`src/rtl/keypad_scanner.sv`:
```
// Matrix keypad scanner: drives one-hot columns, synchronises and debounces row
// returns, and emits one key event per press. Define KEYPAD_REPEAT_EN for hold-to-repeat.
module keypad_scanner #(
  parameter int unsigned NROWS           = 4,
  parameter int unsigned NCOLS           = 4,
  parameter int unsigned SCAN_CYCLES     = 1000,
  parameter int unsigned DEBOUNCE_CYCLES = 20000,
  parameter int unsigned REPEAT_DELAY    = 500000,
  parameter int unsigned REPEAT_RATE     = 100000,
  localparam int unsigned KW             = $clog2(NROWS * NCOLS)
) (
  input  logic             clk,
  input  logic             rst,
  input  logic [NROWS-1:0] rows_in,
  output logic [NCOLS-1:0] cols_out,
  output logic             key_valid,
  input  logic             key_ready,
  output logic [KW-1:0]    key_code,
  output logic [3:0]       digit,
  output logic             is_digit,
  output logic             overrun
);

  localparam int unsigned RW      = $clog2(NROWS);
  localparam int unsigned CLW     = $clog2(NCOLS);
  localparam int unsigned CNT_MAX = (SCAN_CYCLES > DEBOUNCE_CYCLES) ? SCAN_CYCLES : DEBOUNCE_CYCLES;
  localparam int unsigned CW      = $clog2(CNT_MAX + 1);

  if (NROWS < 2 || NROWS > 8 || NCOLS < 2 || NCOLS > 8 || SCAN_CYCLES < 4 ||
      DEBOUNCE_CYCLES < 2 || REPEAT_DELAY < 1 || REPEAT_RATE < 1) begin : g_bad_cfg
    $error("keypad_scanner: parameter out of range");
  end

  typedef enum logic [1:0] {ST_SCAN, ST_DEBOUNCE, ST_HELD} state_e;

  state_e           state_q, state_d;
  logic [NROWS-1:0] sync_q, rs_q;
  logic [CLW-1:0]   col_q, col_d;
  logic [NCOLS-1:0] cols_q, cols_d;
  logic [RW-1:0]    row_q, row_d;
  logic [CW-1:0]    cnt_q, cnt_d;
  logic             valid_q, valid_d;
  logic [KW-1:0]    code_q, code_d;
  logic [3:0]       digit_q, digit_d;
  logic             is_digit_q, is_digit_d;
  logic             overrun_q, overrun_d;

  logic             event_c;
  logic             row_hit_c;
  logic [RW-1:0]    low_row_c;
  logic [CLW-1:0]   col_next_c;
  logic [KW-1:0]    ev_code_c;
  logic [3:0]       ev_digit_c;
  logic             ev_is_digit_c;

`ifdef KEYPAD_REPEAT_EN
  localparam int unsigned REP_MAX = (REPEAT_DELAY > REPEAT_RATE) ? REPEAT_DELAY : REPEAT_RATE;
  localparam int unsigned HW      = $clog2(REP_MAX + 1);
  logic [HW-1:0] hold_q, hold_d;
  logic          rep_q, rep_d;
`endif

  // Lowest-index asserted row wins when several rows return together.
  always_comb begin
    low_row_c = '0;
    for (int i = NROWS - 1; i >= 0; i--) begin
      if (rs_q[i]) low_row_c = RW'(i);
    end
  end

  assign row_hit_c  = rs_q[row_q];
  assign col_next_c = (col_q == CLW'(NCOLS - 1)) ? '0 : col_q + CLW'(1);

  // Key code and phone-layout digit for the latched row/column.
  always_comb begin
    int unsigned r, c;
    r = 32'(row_q);
    c = 32'(col_q);
    ev_code_c     = KW'(r * NCOLS + c);
    ev_digit_c    = 4'hF;
    ev_is_digit_c = 1'b0;
    if (r <= 32'd2 && c <= 32'd2) begin
      ev_digit_c    = 4'(r * 3 + c + 1);
      ev_is_digit_c = 1'b1;
    end else if (r == 32'd3 && c == 32'd1) begin
      ev_digit_c    = 4'h0;
      ev_is_digit_c = 1'b1;
    end
  end

  // Scan / debounce / held sequencing.
  always_comb begin
    state_d = state_q;
    col_d   = col_q;
    cols_d  = cols_q;
    row_d   = row_q;
    cnt_d   = cnt_q;
    event_c = 1'b0;
`ifdef KEYPAD_REPEAT_EN
    hold_d  = '0;
    rep_d   = 1'b0;
`endif
    unique case (state_q)
      ST_SCAN: begin
        if (cnt_q == CW'(SCAN_CYCLES - 1)) begin
          cnt_d = '0;
          if (rs_q != '0) begin
            row_d   = low_row_c;
            state_d = ST_DEBOUNCE;
          end else begin
            col_d  = col_next_c;
            cols_d = NCOLS'(1) << col_next_c;
          end
        end else begin
          cnt_d = cnt_q + CW'(1);
        end
      end
      ST_DEBOUNCE: begin
        if (!row_hit_c) begin
          cnt_d   = '0;
          state_d = ST_SCAN;
        end else if (cnt_q == CW'(DEBOUNCE_CYCLES - 1)) begin
          cnt_d   = '0;
          event_c = 1'b1;
          state_d = ST_HELD;
        end else begin
          cnt_d = cnt_q + CW'(1);
        end
      end
      ST_HELD: begin
        if (row_hit_c) begin
          cnt_d = '0;
`ifdef KEYPAD_REPEAT_EN
          if ((!rep_q && hold_q == HW'(REPEAT_DELAY - 1)) ||
              ( rep_q && hold_q == HW'(REPEAT_RATE - 1))) begin
            event_c = 1'b1;
            hold_d  = '0;
            rep_d   = 1'b1;
          end else begin
            hold_d = hold_q + HW'(1);
            rep_d  = rep_q;
          end
`endif
        end else if (cnt_q == CW'(DEBOUNCE_CYCLES - 1)) begin
          cnt_d   = '0;
          state_d = ST_SCAN;
          col_d   = col_next_c;
          cols_d  = NCOLS'(1) << col_next_c;
        end else begin
          cnt_d = cnt_q + CW'(1);
        end
      end
      default: begin
        state_d = ST_SCAN;
        cnt_d   = '0;
      end
    endcase
  end

  // Output slot: accept and load may coincide; an unaccepted slot drops new events.
  always_comb begin
    valid_d    = valid_q && !key_ready;
    code_d     = code_q;
    digit_d    = digit_q;
    is_digit_d = is_digit_q;
    overrun_d  = 1'b0;
    if (event_c) begin
      if (!valid_q || key_ready) begin
        valid_d    = 1'b1;
        code_d     = ev_code_c;
        digit_d    = ev_digit_c;
        is_digit_d = ev_is_digit_c;
      end else begin
        overrun_d = 1'b1;
      end
    end
  end

  always_ff @(posedge clk) begin
    if (rst) begin
      state_q    <= ST_SCAN;
      sync_q     <= '0;
      rs_q       <= '0;
      col_q      <= '0;
      cols_q     <= NCOLS'(1);
      row_q      <= '0;
      cnt_q      <= '0;
      valid_q    <= 1'b0;
      code_q     <= '0;
      digit_q    <= '0;
      is_digit_q <= 1'b0;
      overrun_q  <= 1'b0;
`ifdef KEYPAD_REPEAT_EN
      hold_q     <= '0;
      rep_q      <= 1'b0;
`endif
    end else begin
      state_q    <= state_d;
      sync_q     <= rows_in;
      rs_q       <= sync_q;
      col_q      <= col_d;
      cols_q     <= cols_d;
      row_q      <= row_d;
      cnt_q      <= cnt_d;
      valid_q    <= valid_d;
      code_q     <= code_d;
      digit_q    <= digit_d;
      is_digit_q <= is_digit_d;
      overrun_q  <= overrun_d;
`ifdef KEYPAD_REPEAT_EN
      hold_q     <= hold_d;
      rep_q      <= rep_d;
`endif
    end
  end

  assign cols_out  = cols_q;
  assign key_valid = valid_q;
  assign key_code  = code_q;
  assign digit     = digit_q;
  assign is_digit  = is_digit_q;
  assign overrun   = overrun_q;

endmodule
```
`config.mk`:
```
export PLATFORM = sky130hd
export DESIGN_NAME = keypad_scanner
export DESIGN_NICKNAME = d
export VERILOG_FILES = /design/src/rtl/keypad_scanner.sv
export SDC_FILE = /design/constraint.sdc
export NUM_CORES = 1
export LEC_CHECK = 0
export ABC_AREA = 1
export BUFFER_PORTS_ARGS = -buffer_cell sky130_fd_sc_hd__buf_4
export CORE_MARGIN = 3
export CORE_UTILIZATION = 58
export DETAILED_ROUTE_END_ITERATION = 8
export PLACE_DENSITY = 0.82
export SLEW_MARGIN = 20
export SYNTH_ARGS = -nofsm -noshare
export SYNTH_HDL_FRONTEND = slang
export SYNTH_SLANG_ARGS = --single-unit
export TNS_END_PERCENT = 5
```
`constraint.sdc`:
```
create_clock -name clk -period 2.3 [get_ports clk]
set_input_delay 0.69 -clock clk [delete_from_list [all_inputs] [get_ports clk]]
set_output_delay 0.69 -clock clk [all_outputs]
set_load 0.02 [all_outputs]
```
# After elaboration in Yosys (flattened, before gate mapping)
# Index checks and enable logic that the tools add are counted.
# W data, S select, Z words.
[word_totals]
regBits = 44
inputBits = 7
out_inout_bits = 15
word_cells = 89
[classes]
addsub = 5
multipliers = 1
order_cmp = 3
eq_ne = 13
n_shift = 1
n_mux = 39
bitwise_logic = 1
n_reduce_logical = 14
[ops]
columns = ["op", "n"]
rows = [
  ["$mux W15", 4],
  ["$pmux W15 S3", 1],
  ["$mux W2", 15],
  ["$mux W4", 6],
  ["$add A15 B1 Y15 const B", 1],
  ["$eq A15 B10 Y1 const B", 1],
  ["$eq A15 B15 Y1 const B", 1],
  ["$ne A2 B2 Y1 const B", 5],
  ["$reduce_and A5 Y1", 2],
  ["$mux W1", 9],
  ["$add A4 B2 Y4", 2],
  ["$pmux W4 S2", 1],
  ["$eq A2 B2 Y1 const B", 3],
  ["$pmux W2 S3", 1],
  ["$add A4 B1 Y4 const B", 1],
  ["$eq A2 B1 Y1 const B", 2],
  ["$le A2 B2 Y1 const B", 2],
  ["$mul A2 B2 Y4 const B", 1],
  ["$pmux W2 S2", 1],
  ["$reduce_bool A4 Y1", 1],
  ["$shl A1 B2 Y4 const A", 1],
  ["$logic_and A1 B1 Y1", 3],
  ["$lt A2 B3 Y1 const B", 1],
  ["$ne A3 B3 Y1 const B", 1],
  ["other kinds (10)", 11],
]

# Depth between registers and ports, before layout
[depth]
ltp_word = 6
mapped_depth = 12
ltp_nobuf = 12

# Worst setup path before layout
# Ideal clock, no wire load.
[synth_path]
path_type = "register to register"
startpoint = "register row_q[0]"
endpoint = "register digit_q[2], in the netlist digit[2]"
setup_time_ns = 0.070
arrival_ns = 1.817
required_time_ns = 2.230
setup_slack_ns = 0.413
path_stages_with_launch = 7
path_buffers = 0
period_less_slack_ns = 1.887
cell_sequence = "dfxtp_1 > fa_1 > fa_1 > xnor2_1 > o21ai_0 > nand4_1 > a21oi_1"
[synth_via]
elab_chain_cells = 5
elab_cells_between_ends = 14
cone_classes = "2 x add/sub; 1 x mul; 1 x order compare; 1 x eq/ne; 6 x mux; 3 x reduce/logical"
[synth_lines]
columns = ["element", "line_no", "rtl"]
rows = [
  ["start, declared", "40", "logic [RW-1:0] row_q, row_d;"],
  ["start signal, assigned", "203", "row_q <= row_d;"],
  ["parallel branches: the longest is 5 deep, another holds $mul A2 B2 Y4", "n/a", ""],
  ["end signal, assigned", "207", "digit_q <= digit_d;"],
  ["end, declared", "44", "logic [3:0] digit_q, digit_d;"],
]
# Several ways; the timed one is not identified. The select of a mux whose other input is x is not followed.
# A chain may end at the register's enable or synchronous reset.

# Worst setup path in the final report
[layout_path]
startpoint = "register row_q[1]"
endpoint = "register digit_q[2], in the netlist digit[2]"
# Same word-level chain as after synthesis.

==> flow_summary_export.csv <==
group,metric,value,unit
run_status,outcome,"finished clean",
logic_synthesis,syn_inst,299,
min_path,min_path_cells,2,
clock_tree,cts_buffers,5,
finish,final_cell_mix,"nand2_1 (57), nor2_1 (57), dfxtp_1 (44)",
floorplanning,rows,21,
sta,final.min_clock_period,1980,ps
sta,finalSetupViolations,0,
sta,rsz0062_at_grt,"no",
power,leakagePower,1.112,nW
place,portBuffers,21,
clock_tree,cts_setup_buffers,0,
sta,clock_skew,2.917,ps
power,cellPowerDensity,532.7,mW/mm^2
global_route,overflow,0,
logic_synthesis,ys_seq_area_share,40.23,%
detailed_routing,drc,0,
finish,diodes,0,
detailed_routing,drt_iter0_markers,129,
global_route,grt_pass1_vias,1649,
floorplanning,dieHeight,67.44,microns
setup_path,cp_max_fo,7,
global_route,grt_max_degree,25,
setup_path,crit_slowest_cell,"fa_1",
clock_tree,clock_latency,290,ps
sta,worst_slew_pin_slew,348.0,ps
floorplanning,coreArea,0.003495,sq mm
clock_tree,postCtsResizedCells,0,
setup_path,crit_arrival,2210,ps
logic_synthesis,synth_cell_types,28,
finish,num-nets-final,345,
setup_path,path_cells,"fa_1 -> fa_1 -> xnor2_1 -> o21ai_0 -> nand4_1 -> a21oi_1",
logic_synthesis,ys_ff_latch,44,
logic_synthesis,synth_warnings,0,
global_route,grt_antenna_before_repair,0,
detailed_routing,num_vias,1868,
min_path,hp-class,"reg -> reg",
finish,final_cell_count_no_fill,372,
sta,setup_tns,0,ps
place,dp_cells,364,
logic_synthesis,syn_area,0.002190,sq mm
global_route,grt.total_usage,20.08,%
sta,maxSlewViolCount,0,
setup_path,cp_num_buf_inv,0,
finish,drive_gt1_share,13.50,%
finish,syn_to_final_growth,13.43,%
logic_synthesis,synth_fp_nets,319,
setup_path,crit_required,2530,ps
flow_run,cap_violations,0,
clock_tree,cts_tree,"yes",
detailed_routing,totalWireLength,4.047,mm
floorplanning,die_w,67.44,microns
detailed_routing,drt-wirelength-per-cell,10.88,microns
setup_path,r2r_cells,6,
setup_path,cp-end-kind,"register",
clock_tree,clock_path_buffers,2,
setup_path,cpLargestDelayFamily,"adder cells",
setup_path,rrSetupSlack,320,ps
floorplanning,ios,22,
clock_tree,clk_pin_slew,80,ps
logic_synthesis,syn_area_per_cell,7.323,sq um
power,power,0.001323,W
setup_path,crit_cells,6,
setup_path,critPathKind,"reg -> reg",
power,ir_drop,373.4,uV
detailed_routing,vias_per_cell,5.022,
sta,finalHoldViolCount,0,
finish,n_fill_cell,304,
detailed_routing,drtAntennaViolNets,0,
sta,fmax,0.5049,GHz
clock_tree,cts.sinks,44,
setup_path,start_kind,"register",
detailed_routing,dr.pass1.iters,4,
place,hpwl,2.978,mm
sta,relSlewSlack,76.77,%
floorplanning,die_area,0.004548,sq mm
global_route,grt_first_pass_wirelength,6.934,mm
sta,hold_slack,404.9,ps
clock_tree,holdBufCountCts,0,
sta,period_share,86.11,%
floorplanning,start_util,62.66,%
clock_tree,cts-root-buf,"clkbuf_8",
place,gp_congestion,0.9117,
clock_tree,h-tree-depth,2,
setup_path,cpPeakStageDelay,500,ps
setup_path,path_common_cell,"fa_1",
[worst min-delay path, stage by stage (launching register included)]
cell and delay [ps]:
dfxtp_1 300, inv_1 40, nor2_1 30
[report_power, final]
group          switching (W)  internal, W  total (W)  leakage (nW)
logic              0.0000303    0.0000198  0.0000501         0.710
clock network       0.000250     0.000245   0.000495        0.0455
registers         0.00000620     0.000772   0.000778         0.357
total               0.000286      0.00104    0.00132          1.11
[metrics by stage]
stage	instance area [sq um]	utilization (%)	setup WS (ps)
after floorplan	2190	-	412.6
after global placement	2394	68.49	379.7
after detailed placement	2394	68.49	339.6
after CTS	2484	71.07	319.5
after global routing	2484	71.07	99.51
final	2484	71.07	319.6
[routing by layer]
metal / vias to the layer above / global-route usage [%] / wire [microns] / part of all wire, %
met3: 10 / 3.993 / 209 / 5.2
met1: 820 / 27.40 / 2024 / 50
li1: 994 / - / - / -
met4: 0 / 9.873 / 104 / 2.6
met5: - / 0 / 0 / 0
met2: 44 / 30.18 / 1709 / 42
[state kept, by name, summed over array words and instances, names as in the netlist]
| register | cells |
|---|---|
| cnt_q | 15 |
| key_valid | 1 |
| digit | 4 |
| state_q | 2 |
| overrun | 1 |
| key_code | 4 |
| col_q | 2 |
| sync_q | 4 |
| is_digit | 1 |
| cols_out | 4 |
| rs_q | 4 |
| row_q | 2 |
[worst paths after layout]
check             end  startpoint
max          digit[2]    row_q[1]
min           rs_q[1]   sync_q[1]
max reg2reg  digit[2]    row_q[1]
min reg2reg   rs_q[1]   sync_q[1]
[cells in the mapped netlist (all sizes together)]
| cell | n | area share, % |
|---|---|---|
| xor2 | 6 | 2.4 |
| nand2 | 61 | 11 |
| o21ai | 7 | 1.6 |
| o21bai | 3 | 1.0 |
| nand4 | 11 | 3.1 |
| nor4 | 1 | 0.29 |
| clkinv | 1 | 0.17 |
| xnor2 | 3 | 1.2 |
| ha | 11 | 6.3 |
| nand3 | 18 | 4.3 |
| nor3 | 4 | 1.4 |
| buf | 1 | 0.51 |
| a21oi | 16 | 3.7 |
| clkbuf | 2 | 0.34 |
| o22ai | 1 | 0.29 |
| o211ai | 1 | 0.34 |
| inv | 44 | 7.5 |
| dfxtp | 44 | 40 |
| fa | 2 | 1.8 |
| nor2 | 62 | 12 |
[cells by family (layout without fill, tap and decap cells)]
| group | Yosys count | in the layout | synth area share (%) |
|---|---|---|---|
| AO/OA/AOI/OAI | 28 | 28 | 6.915 |
| XOR/XNOR | 9 | 9 | 3.600 |
| adder cells (fa/ha/maj) | 13 | 13 | 8.114 |
| buffers and inverters | 48 | 75 | 8.571 |
| flip-flops | 44 | 44 | 40.23 |
| AND/OR/NAND/NOR | 157 | 157 | 32.57 |
[cell type report]
type	count	area (sq um)	share of cell area (%)
Clock buffer	8	90.09	3.627
Inverter	45	168.9	6.801
Multi-Input combinational cell	207	1121	45.14
Sequential cell	44	880.8	35.47
Tap cell	46	57.56	2.317
Timing Repair Buffer	22	165.2	6.650
Power figures use the tool's default switching activity.
